File: config.mk
export PLATFORM = sky130hd
export DESIGN_NAME = store_merge_unit
export DESIGN_NICKNAME = d
export VERILOG_FILES = /design/src/rtl/mem_pkg.sv /design/src/rtl/store_lane_merge.sv /design/src/rtl/store_merge_unit.sv
export SDC_FILE = /design/constraint.sdc
export NUM_CORES = 1
export LEC_CHECK = 0
export ABC_AREA = 1
export CORE_ASPECT_RATIO = 1.4
export CORE_MARGIN = 1.5
export CORE_UTILIZATION = 30
export CTS_CLUSTER_SIZE = 28
export DETAILED_ROUTE_END_ITERATION = 7
export PLACE_DENSITY_LB_ADDON = 0.3
export SLEW_MARGIN = 20
export SYNTH_ARGS = -nofsm -noshare
export SYNTH_HDL_FRONTEND = slang
export SYNTH_SLANG_ARGS = --single-unit
File: constraint.sdc
create_clock -name Clk -period 1.95 [get_ports Clk]
set_clock_uncertainty 0.05 [all_clocks]
set_input_delay 0.39 -clock Clk [delete_from_list [all_inputs] [get_ports Clk]]
set_output_delay 0.39 -clock Clk [all_outputs]
set_load 0.01 [all_outputs]
File: src/rtl/mem_pkg.sv
// rtl/mem_pkg.sv - shared store-path encodings, FSM states and big-endian lane helpers
package mem_pkg;

  typedef enum logic [1:0] {
    SZ_BYTE = 2'b00,
    SZ_HALF = 2'b01,
    SZ_WORD = 2'b10,
    SZ_ILL  = 2'b11
  } size_e;

  typedef enum logic [2:0] {
    S_IDLE,
    S_RD,
    S_MERGE,
    S_WR,
    S_ERR
  } state_e;

  localparam int LANE_W = 8;

  // Big-endian: byte offset 0 is the most significant lane, so lsb = (3 - off) * 8.
  function automatic logic [4:0] lane_lsb(input logic [1:0] off);
    return {~off, 3'b000};
  endfunction

  function automatic logic req_bad(input logic [1:0] size, input logic [1:0] off);
    case (size)
      SZ_BYTE: return 1'b0;
      SZ_HALF: return off[0];
      SZ_WORD: return off != 2'b00;
      default: return 1'b1;
    endcase
  endfunction

endpackage

File: src/rtl/store_lane_merge.sv
// rtl/store_lane_merge.sv - replaces the addressed big-endian lanes of a word with a store payload
module store_lane_merge (
  input  logic [31:0] old_word,
  input  logic [31:0] payload,
  input  logic [1:0]  size,
  input  logic [1:0]  offset,
  output logic [31:0] merged
);
  import mem_pkg::*;

  always_comb begin
    merged = old_word;
    case (size)
      SZ_BYTE: merged[lane_lsb(offset) +: LANE_W]     = payload[LANE_W-1:0];
      // Halfword lanes start at offset 0 or 2; the low lane of the pair gives the lsb.
      SZ_HALF: merged[lane_lsb({offset[1], 1'b1}) +: 2*LANE_W] = payload[2*LANE_W-1:0];
      default: merged = payload;
    endcase
  end

endmodule

File: src/rtl/store_merge_unit.sv
// rtl/store_merge_unit.sv - MEM-stage store narrowing with read-modify-write for SB/SH
module store_merge_unit #(
  parameter int ADDR_W = 32,
  parameter int RD_LAT = 1
) (
  input  logic              Clk,
  input  logic              Reset,
  input  logic              st_valid,
  output logic              st_ready,
  input  logic [1:0]        st_size,
  input  logic [ADDR_W-1:0] st_addr,
  input  logic [31:0]       st_data,
  output logic              st_done,
  output logic              st_err,
  output logic [ADDR_W-1:0] mem_addr,
  output logic              mem_rd_en,
  input  logic [31:0]       mem_rd_data,
  output logic              mem_wr_en,
  output logic [31:0]       mem_wr_data
);
  import mem_pkg::*;

  if (RD_LAT != 1) begin : g_bad_rd_lat
    $error("store_merge_unit supports RD_LAT == 1 only");
  end

  state_e            state_q, state_d;
  logic [1:0]        size_q, size_d;
  logic [1:0]        off_q, off_d;
  logic [31:0]       data_q, data_d;
  logic [ADDR_W-1:0] addr_q, addr_d;
  logic [31:0]       wr_data_q, wr_data_d;
  logic              rd_en_q, rd_en_d;
  logic              wr_en_q, wr_en_d;
  logic              done_q, done_d;
  logic              err_q, err_d;
  logic [31:0]       merged;

  store_lane_merge u_merge (
    .old_word (mem_rd_data),
    .payload  (data_q),
    .size     (size_q),
    .offset   (off_q),
    .merged   (merged)
  );

  assign st_ready = (state_q == S_IDLE) && !Reset;

  always_comb begin
    state_d   = state_q;
    size_d    = size_q;
    off_d     = off_q;
    data_d    = data_q;
    addr_d    = addr_q;
    wr_data_d = wr_data_q;
    rd_en_d   = 1'b0;
    wr_en_d   = 1'b0;
    done_d    = 1'b0;
    err_d     = 1'b0;
    case (state_q)
      S_IDLE: begin
        if (st_valid && st_ready) begin
          size_d = st_size;
          off_d  = st_addr[1:0];
          data_d = st_data;
          addr_d = {st_addr[ADDR_W-1:2], 2'b00};
          if (req_bad(st_size, st_addr[1:0])) begin
            state_d = S_ERR;
            err_d   = 1'b1;
          end else if (st_size == SZ_WORD) begin
            state_d   = S_WR;
            wr_en_d   = 1'b1;
            done_d    = 1'b1;
            wr_data_d = st_data;
          end else begin
            state_d = S_RD;
            rd_en_d = 1'b1;
          end
        end
      end
      S_RD: state_d = S_MERGE;
      // Read data arrives this cycle; the merge register doubles as the write data flop.
      S_MERGE: begin
        state_d   = S_WR;
        wr_data_d = merged;
        wr_en_d   = 1'b1;
        done_d    = 1'b1;
      end
      S_WR:    state_d = S_IDLE;
      S_ERR:   state_d = S_IDLE;
      default: state_d = S_IDLE;
    endcase
  end

  always_ff @(posedge Clk) begin
    if (Reset) begin
      state_q   <= S_IDLE;
      size_q    <= '0;
      off_q     <= '0;
      data_q    <= '0;
      addr_q    <= '0;
      wr_data_q <= '0;
      rd_en_q   <= 1'b0;
      wr_en_q   <= 1'b0;
      done_q    <= 1'b0;
      err_q     <= 1'b0;
    end else begin
      state_q   <= state_d;
      size_q    <= size_d;
      off_q     <= off_d;
      data_q    <= data_d;
      addr_q    <= addr_d;
      wr_data_q <= wr_data_d;
      rd_en_q   <= rd_en_d;
      wr_en_q   <= wr_en_d;
      done_q    <= done_d;
      err_q     <= err_d;
    end
  end

  assign mem_addr    = addr_q;
  assign mem_rd_en   = rd_en_q;
  assign mem_wr_en   = wr_en_q;
  assign mem_wr_data = wr_data_q;
  assign st_done     = done_q;
  assign st_err      = err_q;

endmodule

=== Word-level counts from Yosys, hierarchy flattened ===
Cells that the tools add are included.
Widths: inputs -> output; s select.

* Bits in registers: 104
* Input port bits: 101
* Output and inout bits: 69

* Add/sub/neg operators: 2
* Equality and inequality tests: 8
* Shift-type cells: 4
* Muxes and demuxes: 20
* Bitwise logic cells: 4
* Reduce and logical (&&, ||, !) cells: 12

{| class="wikitable"
|+ Operators by type and width
! kind !! number
|-
| $pmux 32 s2 || 2
|-
| $mux 32 || 3
|-
| $bwmux 32 || 2
|-
| $shift 16x7->32 const A || 1
|-
| $shift 8x7->32 const A || 1
|-
| $shiftx 16x7->32 || 1
|-
| $shiftx 8x7->32 || 1
|-
| $neg 5->7 || 2
|-
| $pmux 3 s3 || 1
|-
| $mux 1 || 7
|-
| $mux 3 || 2
|-
| $eq 2x1->1 const B || 2
|-
| $logic_not 2->1 || 2
|-
| $ne 2x1->1 const B || 2
|-
| $not 2->2 || 2
|-
| $reduce_and 4->1 || 1
|-
| $reduce_bool 2->1 || 2
|-
| $reduce_or 4->1 || 1
|-
| $eq 3x1->1 const B || 1
|-
| $eq 3x2->1 const B || 1
|-
| $logic_not 3->1 || 1
|-
| $pmux 1 s3 || 1
|-
| $reduce_or 3->1 || 1
|-
| $eq 2x2->1 const B || 1
|-
| 7 further kinds || 9
|}

=== Logic depth before layout (Yosys ltp) ===
Gate-level depths: netlist of the first run.

* Word-level depth: 8
* Gate-level depth with buffers: 12
* Depth with buffers taken out: 11

=== Hierarchy ===
From an unflattened synthesis of the first run, not the netlist that was laid out.

* Cell total of the unflattened synthesis: 1030
* Area, all modules: 6069.6 µm²

{| class="wikitable"
|+ Modules (own cells, without submodules)
! module !! instances !! cells an instance !! area each (µm²) !! sequential area each (µm²)
|-
| store_merge_unit || 1 || 634 || 4411.7 || 2082.0
|-
| store_lane_merge || 1 || 396 || 1657.8 || 0.0
|}

=== Worst setup path after synthesis of the first run ===
Ideal clock, no wire load.

* Kind: reg-to-reg
* From: register off_q[0]
* To: register wr_data_q[25] (netlist: mem_wr_data[25])
* Data arrival time: 1728 ps
* Required time: 1830 ps
* Path slack: 102 ps
* Cell stages (with the launch flop): 13
* Buffers on the path: 1
* Clock period less this slack: 1848 ps
* Cells stage by stage: dfxtp_1 -> buf_2 -> inv_1 -> ha_1 -> inv_1 -> nand2_1 -> nor2_1 -> nand2_1 -> nand2_1 -> nand2_1 -> nand2_1 -> nand3_1 -> a21oi_1

* Longest elaborated chain between the ends: 6

{| class="wikitable"
|+ RTL lines
! element !! RTL line !! text
|-
| start: declaration || store_merge_unit.sv:29 || <nowiki>logic [1:0] off_q, off_d;</nowiki>
|-
| start signal: assignment || store_merge_unit.sv:99 || <nowiki>off_q <= '0;</nowiki>
|-
| start signal: assignment || store_merge_unit.sv:110 || <nowiki>off_q <= off_d;</nowiki>
|-
| $not 2->2 (*) || mem_pkg.sv:23 || <nowiki>return {~off, 3'b000};</nowiki>
|-
| $neg 5->7 (*) || store_lane_merge.sv:14 || <nowiki>SZ_BYTE: merged[lane_lsb(offset) +: LANE_W] = payload[LANE_W-1:0];</nowiki>
|-
| $shiftx 8x7->32 / $shift 8x7->32 (equally long branches) || store_lane_merge.sv:14 ||
|-
| $bwmux 32 (*) || store_lane_merge.sv:14 ||
|-
| $pmux 32 s2 (*) || store_lane_merge.sv:13 || <nowiki>case (size)</nowiki>
|-
| $pmux 32 s2 (*) || store_merge_unit.sv:60 || <nowiki>case (state_q)</nowiki>
|-
| end signal: assignment || store_merge_unit.sv:113 || <nowiki>wr_data_q <= wr_data_d;</nowiki>
|-
| end: declaration || store_merge_unit.sv:32 || <nowiki>logic [31:0] wr_data_q, wr_data_d;</nowiki>
|}

Mark *: on every way between the ends. The rest lies on a longest branch, timed or not.
A chain may end at the register's enable or synchronous reset.

=== Worst setup path after layout of the first run ===
* From: register state_q[2]
* To: output port st_ready

* Longest elaborated chain between the ends: 2

{| class="wikitable"
|+ RTL lines
! element !! RTL line !! text
|-
| start: declaration || store_merge_unit.sv:27 || <nowiki>state_e state_q, state_d;</nowiki>
|-
| start signal: assignment || store_merge_unit.sv:108 || <nowiki>state_q <= state_d;</nowiki>
|-
| $logic_not 3->1 || store_merge_unit.sv:47 || <nowiki>assign st_ready = (state_q == S_IDLE) && !Reset;</nowiki>
|-
| $logic_and 1x1->1 || store_merge_unit.sv:47 ||
|-
| end: declaration || store_merge_unit.sv:9 || <nowiki>output logic st_ready,</nowiki>
|}

Every way passes these cells.

==> results.sh, run 1 <==
export IMPL_status="finished, final reports clean"
export IMPL_cts_root_buf="clkbuf_16"
export IMPL_switchingPower_mw=1.78
export IMPL_syn_area_per_cell_um2=6.33
export IMPL_design_area_um2=7690
export IMPL_synth_top_flop_cell="dfxtp_1"
export IMPL_area_delta_synth_final_pct=45.6
export IMPL_drive_above_1_share_pct=10.5
export IMPL_vias=5762
export IMPL_antenna_found_initial=0
export IMPL_timing_slew_headroom_pct=50.5
export IMPL_worstPathArrival_ps=1380
export IMPL_io_buffers=167
export IMPL_cts_num_sinks=104
export IMPL_synth_async_reset_ratio_pct=0
export IMPL_crit_type="flip-flop to primary output"
export IMPL_dp_hpwl_mm=13.8
export IMPL_initial_core_util_pct=30.5
export IMPL_cts_htree_levels=3
export IMPL_seq_area_frac_synth_pct=39.4
export IMPL_syn_inst=835
export IMPL_post_cts_setup_buffer_count=0
export IMPL_cts_buffers=9
export IMPL_cts_tree="done"
export IMPL_pre_cts_slack_ps=-75.4
export IMPL_hold_violations=0
export IMPL_core_area_um2=17300
export IMPL_critical_path_required_ps=1510
export IMPL_place_congestion=0.974
export IMPL_clk_latency_ps=350
export IMPL_rsz0062_at_grt="no"
export IMPL_period_needed_ps=1820
export IMPL_internal_power_mw=3.90
export IMPL_cts_buffer_depth=2
export IMPL_io_pins=170
export IMPL_routedWlPerCell_um=14.9
export IMPL_dr_pass1_iters=6
export IMPL_peakVddDrop_mv=0.584
export IMPL_grt_overflow=0
export IMPL_worstMarginPinSlew_ps=743
export IMPL_power_frac_seq_pct=42.0
export IMPL_critPathMaxFanout=3
export IMPL_p_per_area_nw_per_um2=739
export IMPL_crit_path_end_kind="primary output"
export IMPL_cap_violations=0
export IMPL_grt_max_degree=66
export IMPL_ys_warn_count=0
export IMPL_synth_edff_count=0
export IMPL_die_h_um=160
export IMPL_synth_seq_cells=104
export IMPL_grt_use_met1_pct=23.7
export IMPL_finalSetupViolCount=0
export IMPL_pwr_share_comb_pct=26.0
export IMPL_p_leak_nw=3.17
export IMPL_grt_pass1_wl_mm=29.1
export IMPL_fin_ws_ps=132
export IMPL_die_area_um2=18400
export IMPL_clk_pin_slew_ps=70
export IMPL_drt_iter0_drc=272
export IMPL_holdCritPathClass="primary input to flip-flop"
export IMPL_worstSetupStartpointType="flip-flop"
export IMPL_first_global_vias=5585
export IMPL_rows=57
export IMPL_busiest_layer="met2"
export IMPL_synthDistinctLibCells=24
export IMPL_num_antenna_cells=0
export IMPL_drcViolationCount=0
export IMPL_p_clk_share_pct=32.0
export IMPL_viasPerCell=4.62
export IMPL_ctsHoldBuffers=0
export IMPL_synth_area_um2=5280
export IMPL_slew_viol_final=0
export IMPL_period_share_pct=93.2
export IMPL_track_usage_pct=20.3
export IMPL_ant_nets=0
export IMPL_fillers=1775
export IMPL_placed_area_um2=7380
export IMPL_grt_use_met2_pct=36.1
export IMPL_final_nets=1111
export IMPL_die_x_um=115
export IMPL_wl_mm=18.6
export IMPL_swShare_pct=31.4
export IMPL_clock_fmax_mhz=550
export IMPL_grt_use_met3_pct=3.68
-- state kept, by name, indices dropped and copies added, names as in the netlist --
register,count
data_q,32
mem_wr_data,32
mem_addr,30
state_q,3
off_q,2
size_q,2
mem_rd_en,1
st_done,1
st_err,1
-- through the flow --
stage                     cells  utilization (%)  power (mW)  hold slack (ps)  setup TNS [ps]
after floorplan             836                -        3.15              389               0
after global placement     1230             42.6        3.91              401            -232
after detailed placement   1230             42.6        3.91              406            -641
after CTS                  1246             44.3        5.73              259               0
after global routing       1246             44.4        5.99              266               0
final                      1246             44.4        5.68              257               0
-- final cells by class --
cell class              instances  area [um^2]  area share, %
clock buffers                  10          239           3.11
well taps                     236          295           3.84
inverters                      45          169           2.20
multi-input cells             638         2820           36.7
repair buffers                207         2030           26.4
clock inverters                 6         52.6          0.683
flip-flops and latches        104         2090           27.1
-- Yosys cell counts (all sizes together), types with 2 or more instances --
master,number,area share [%]
a21boi,2,0.28
a21oi,99,9.4
buf,26,2.7
clkbuf,23,1.6
dfxtp,104,39
ha,5,1.2
inv,45,3.2
nand2,350,25
nand3,42,4.0
nand4,2,0.52
nor2,56,4.1
o21ai,45,4.5
or2,32,3.8
-- critical path: stages (launching register included) --
cell and delay, ps:
dfxtp_1 330, nor2_2 170, nand2_1 70, nor2_1 160
dlygate4sd2_1 300
-- path summary, 6_finish.rpt --
| check | startpoint | endpoint | slack, ps | cells past startpoint |
|---|---|---|---|---|
| min | Reset | state_q[0] | 260 | 2 |
| max | state_q[2] | st_ready | 130 | 4 |
| max reg2reg | off_q[1] | mem_wr_data[21] | 180 | 11 |
| min reg2reg | mem_addr[29] | mem_addr[29] | 410 | 2 |
-- power groups by stage --
| stage | sequential (mW) | combinational, mW | clock, mW |
|---|---|---|---|
| 6_report | 2.39 | 1.48 | 1.82 |
| 5_1_grt | 2.40 | 1.64 | 1.95 |
| 4_1_cts | 2.39 | 1.49 | 1.86 |
| 3_5_place_dp | 2.43 | 1.48 | 0 |
| 3_3_place_gp | 2.43 | 1.48 | 0 |
| 2_1_floorplan | 2.44 | 0.709 | 0 |
-- cell usage in the layout (no fill, tap or decap), types with 2 or more instances in the layout --
cell type / n
a21boi_0: 2
a21oi_1: 99
buf_12: 5
buf_4: 35
clkbuf_16: 9
clkdlybuf4s50_1: 165
clkinv_4: 2
conb_1: 2
dfxtp_1: 102
ha_1: 4
inv_1: 39
inv_2: 6
inv_8: 2
nand2_1: 349
nand3_1: 42
nor2_1: 51
nor2_2: 4
o21ai_0: 43
or2_2: 32
-- logic make-up after synthesis --
logic type	count (synthesis)	share of synthesized area (%)
AND/OR/NAND/NOR	483	37.4
flip-flops	104	39.4
AO/OA/AOI/OAI	148	14.4
buffers and inverters	94	7.53
other	1	0.0710
adder cells (fa/ha/maj)	5	1.18
-- what timing repair did --
item	4_1_cts	5_1_grt
gates cloned	0	0
gates resized for setup	3	8
endpoints found under the setup margin	4	25
-- metal layers --
layer	vias to the layer above	wire length [um]
li1	2962	-
met1	2610	7460
met2	156	9530
met3	34	921
met4	0	646
met5	-	0
No activity file was read; power rests on OpenSTA's default activity.
==> run 2, diff against run 1 <==
- CELL_PAD_IN_SITES_DETAIL_PLACEMENT: unset -> 1
- CELL_PAD_IN_SITES_GLOBAL_PLACEMENT: unset -> 2
- CORE_UTILIZATION: 30 -> 21
==> run 2 against run 1 <==
Compared with the run above: count of clock-buffer cells in the layout unchanged; global-route usage down 3.1 points; cell count up 6.7%; via count down 0.54%; register-to-register slack worse by 20 ps; sequential cell count unchanged; sequential power about the same; total power up 1.0%; maximum frequency up 1.8%; critical path type is now flip-flop to flip-flop.
==> results.sh, run 2 (synthesized netlist as in run 1, its figures left out) <==
export IMPL_clk_latency_ps=350
export IMPL_die_h_um=191
export IMPL_cts_buffer_depth=2
export IMPL_rr_worst_depth=11
export IMPL_die_x_um=137
export IMPL_peakVddDrop_mv=0.400
export IMPL_clk_pin_slew_ps=80
export IMPL_wl_mm=21.7
export IMPL_post_cts_setup_buffer_count=0
export IMPL_final_nets=1116
export IMPL_dr_pass1_iters=4
export IMPL_period_needed_ps=1790
export IMPL_crit_type="flip-flop to flip-flop"
export IMPL_cap_violations=0
export IMPL_dp_hpwl_mm=16.7
export IMPL_critical_path_required_ps=2180
export IMPL_rows=68
export IMPL_placed_area_um2=7500
export IMPL_slew_viol_final=0
export IMPL_pre_cts_slack_ps=-112
export IMPL_ctsHoldBuffers=0
export IMPL_final_util_pct=31.7
export IMPL_period_share_pct=91.6
export IMPL_fillers=3093
export IMPL_num_antenna_cells=0
export IMPL_drcViolationCount=0
export IMPL_status="finished, final reports clean"
export IMPL_holdCritPathClass="primary input to flip-flop"
export IMPL_core_area_um2=24700
export IMPL_io_pins=170
export IMPL_reg2reg_to="mem_wr_data[28]"
export IMPL_ant_nets=0
export IMPL_viasPerCell=4.31
export IMPL_worstHoldEndpoint="data_q[22]"
export IMPL_p_leak_nw=3.18
export IMPL_drt_iter0_drc=227
export IMPL_cts_buffers=9
export IMPL_worstMarginPinSlew_ps=731
export IMPL_total_power_mw=5.74
export IMPL_timing_slew_headroom_pct=51.3
export IMPL_reg2reg_from="off_q[0]"
export IMPL_finalSetupViolCount=0
export IMPL_grt_pass1_wl_mm=34.1
export IMPL_die_area_um2=26100
export IMPL_routedWlPerCell_um=16.3
export IMPL_hold_depth=3
export IMPL_cts_num_sinks=104
export IMPL_first_global_vias=6088
export IMPL_initial_core_util_pct=21.4
export IMPL_grt_max_degree=62
export IMPL_rrSetupSlack_ps=160
export IMPL_area_delta_synth_final_pct=48.0
export IMPL_critPathMaxFanout=8
export IMPL_fin_ws_ps=164
export IMPL_p_per_area_nw_per_um2=734
export IMPL_io_buffers=167
export IMPL_cts_root_buf="clkbuf_16"
export IMPL_mostFrequentLayoutCells="nand2_1 (349), clkdlybuf4s50_1 (165), dfxtp_1 (104)"
export IMPL_mostFrequentLayoutCell="nand2_1"
export IMPL_track_usage_pct=17.3
export IMPL_worstSetupStartpointType="flip-flop"
export IMPL_clock_fmax_mhz=560
export IMPL_antenna_found_initial=0
export IMPL_multiInputGateArea_um2=2840
export IMPL_cts_htree_levels=3
export IMPL_vias=5731
export IMPL_hold_violations=0
export IMPL_setup_tns_final_ps=0
export IMPL_min_from="Reset"
export IMPL_rsz0062_at_grt="yes"
export IMPL_register_area_um2=2080
export IMPL_drive_above_1_share_pct=11.1
export IMPL_design_area_um2=7820
export IMPL_cts_tree="done"
export IMPL_grt_overflow=0
export IMPL_worstPathArrival_ps=2010
export IMPL_place_congestion=0.789
export IMPL_crit_path_end_kind="flip-flop"
-- run 2: cell count changes in the layout (fill, tap and decap cells not counted), sizes merged --
cell    delta
buf        +5
clkinv     -1
inv        +1
-- run 2: worst max-delay path: stages (launching register included) --
cell,delay (ps)
dfxtp_1,340
inv_1,60
ha_1,320
inv_2,100
nand2_1,90
nor2_4,210
nand2_1,90
nand2_1,90
nand2_1,60
nand2_1,90
nand3_1,70
a21oi_1,130
-- run 2: stage by stage --
step	hold WS [ps]	instances
2_1_floorplan	389	836
3_3_place_gp	401	1314
3_5_place_dp	406	1314
4_1_cts	372	1330
5_1_grt	391	1330
6_report	384	1330
-- run 2: layer usage --
metal  global-route usage [%]  wire length [um]  vias to the layer above
met5                        0                 0                        -
met4                     4.09               264                        0
met3                     4.20              1220                       12
met2                     31.9             11300                      118
met1                     19.7              8910                     2627
li1                         -                 -                     2974
-- run 2: worst max path at each step --
stage                     startpoint              end  slack, ps  cells after the start
after floorplan             off_q[0]  mem_wr_data[25]        100                     12
after global placement    st_size[0]  mem_wr_data[25]        -60                      7
after detailed placement  st_size[0]   mem_wr_data[2]       -110                      9
after CTS                   off_q[0]  mem_wr_data[22]         60                      9
after global routing        off_q[0]   mem_wr_data[8]         -8                     12
final                       off_q[0]  mem_wr_data[28]        160                     11
-- run 2: area by class of cell --
type                       instances  area share, %
timing repair buffer             212           26.1
clock inverter                     6          0.640
clock buffer                      10           3.06
tap                              315           5.04
sequential                       104           26.6
multi-input combinational        638           36.3
inverter                          45           2.16
-- run 2: repair_timing --
| action | CTS | global route |
|---|---|---|
| pin swaps | 0 | 1 |
| setup endpoints to repair | 4 | 19 |
| gates resized for setup | 3 | 12 |
-- run 2: report_power, final --
group          leakage (nW)  switching [mW]  internal, mW  total [mW]
registers             0.848           0.102          2.28        2.38
logic                  2.19           0.822         0.700        1.52
clock network         0.141           0.920         0.923        1.84
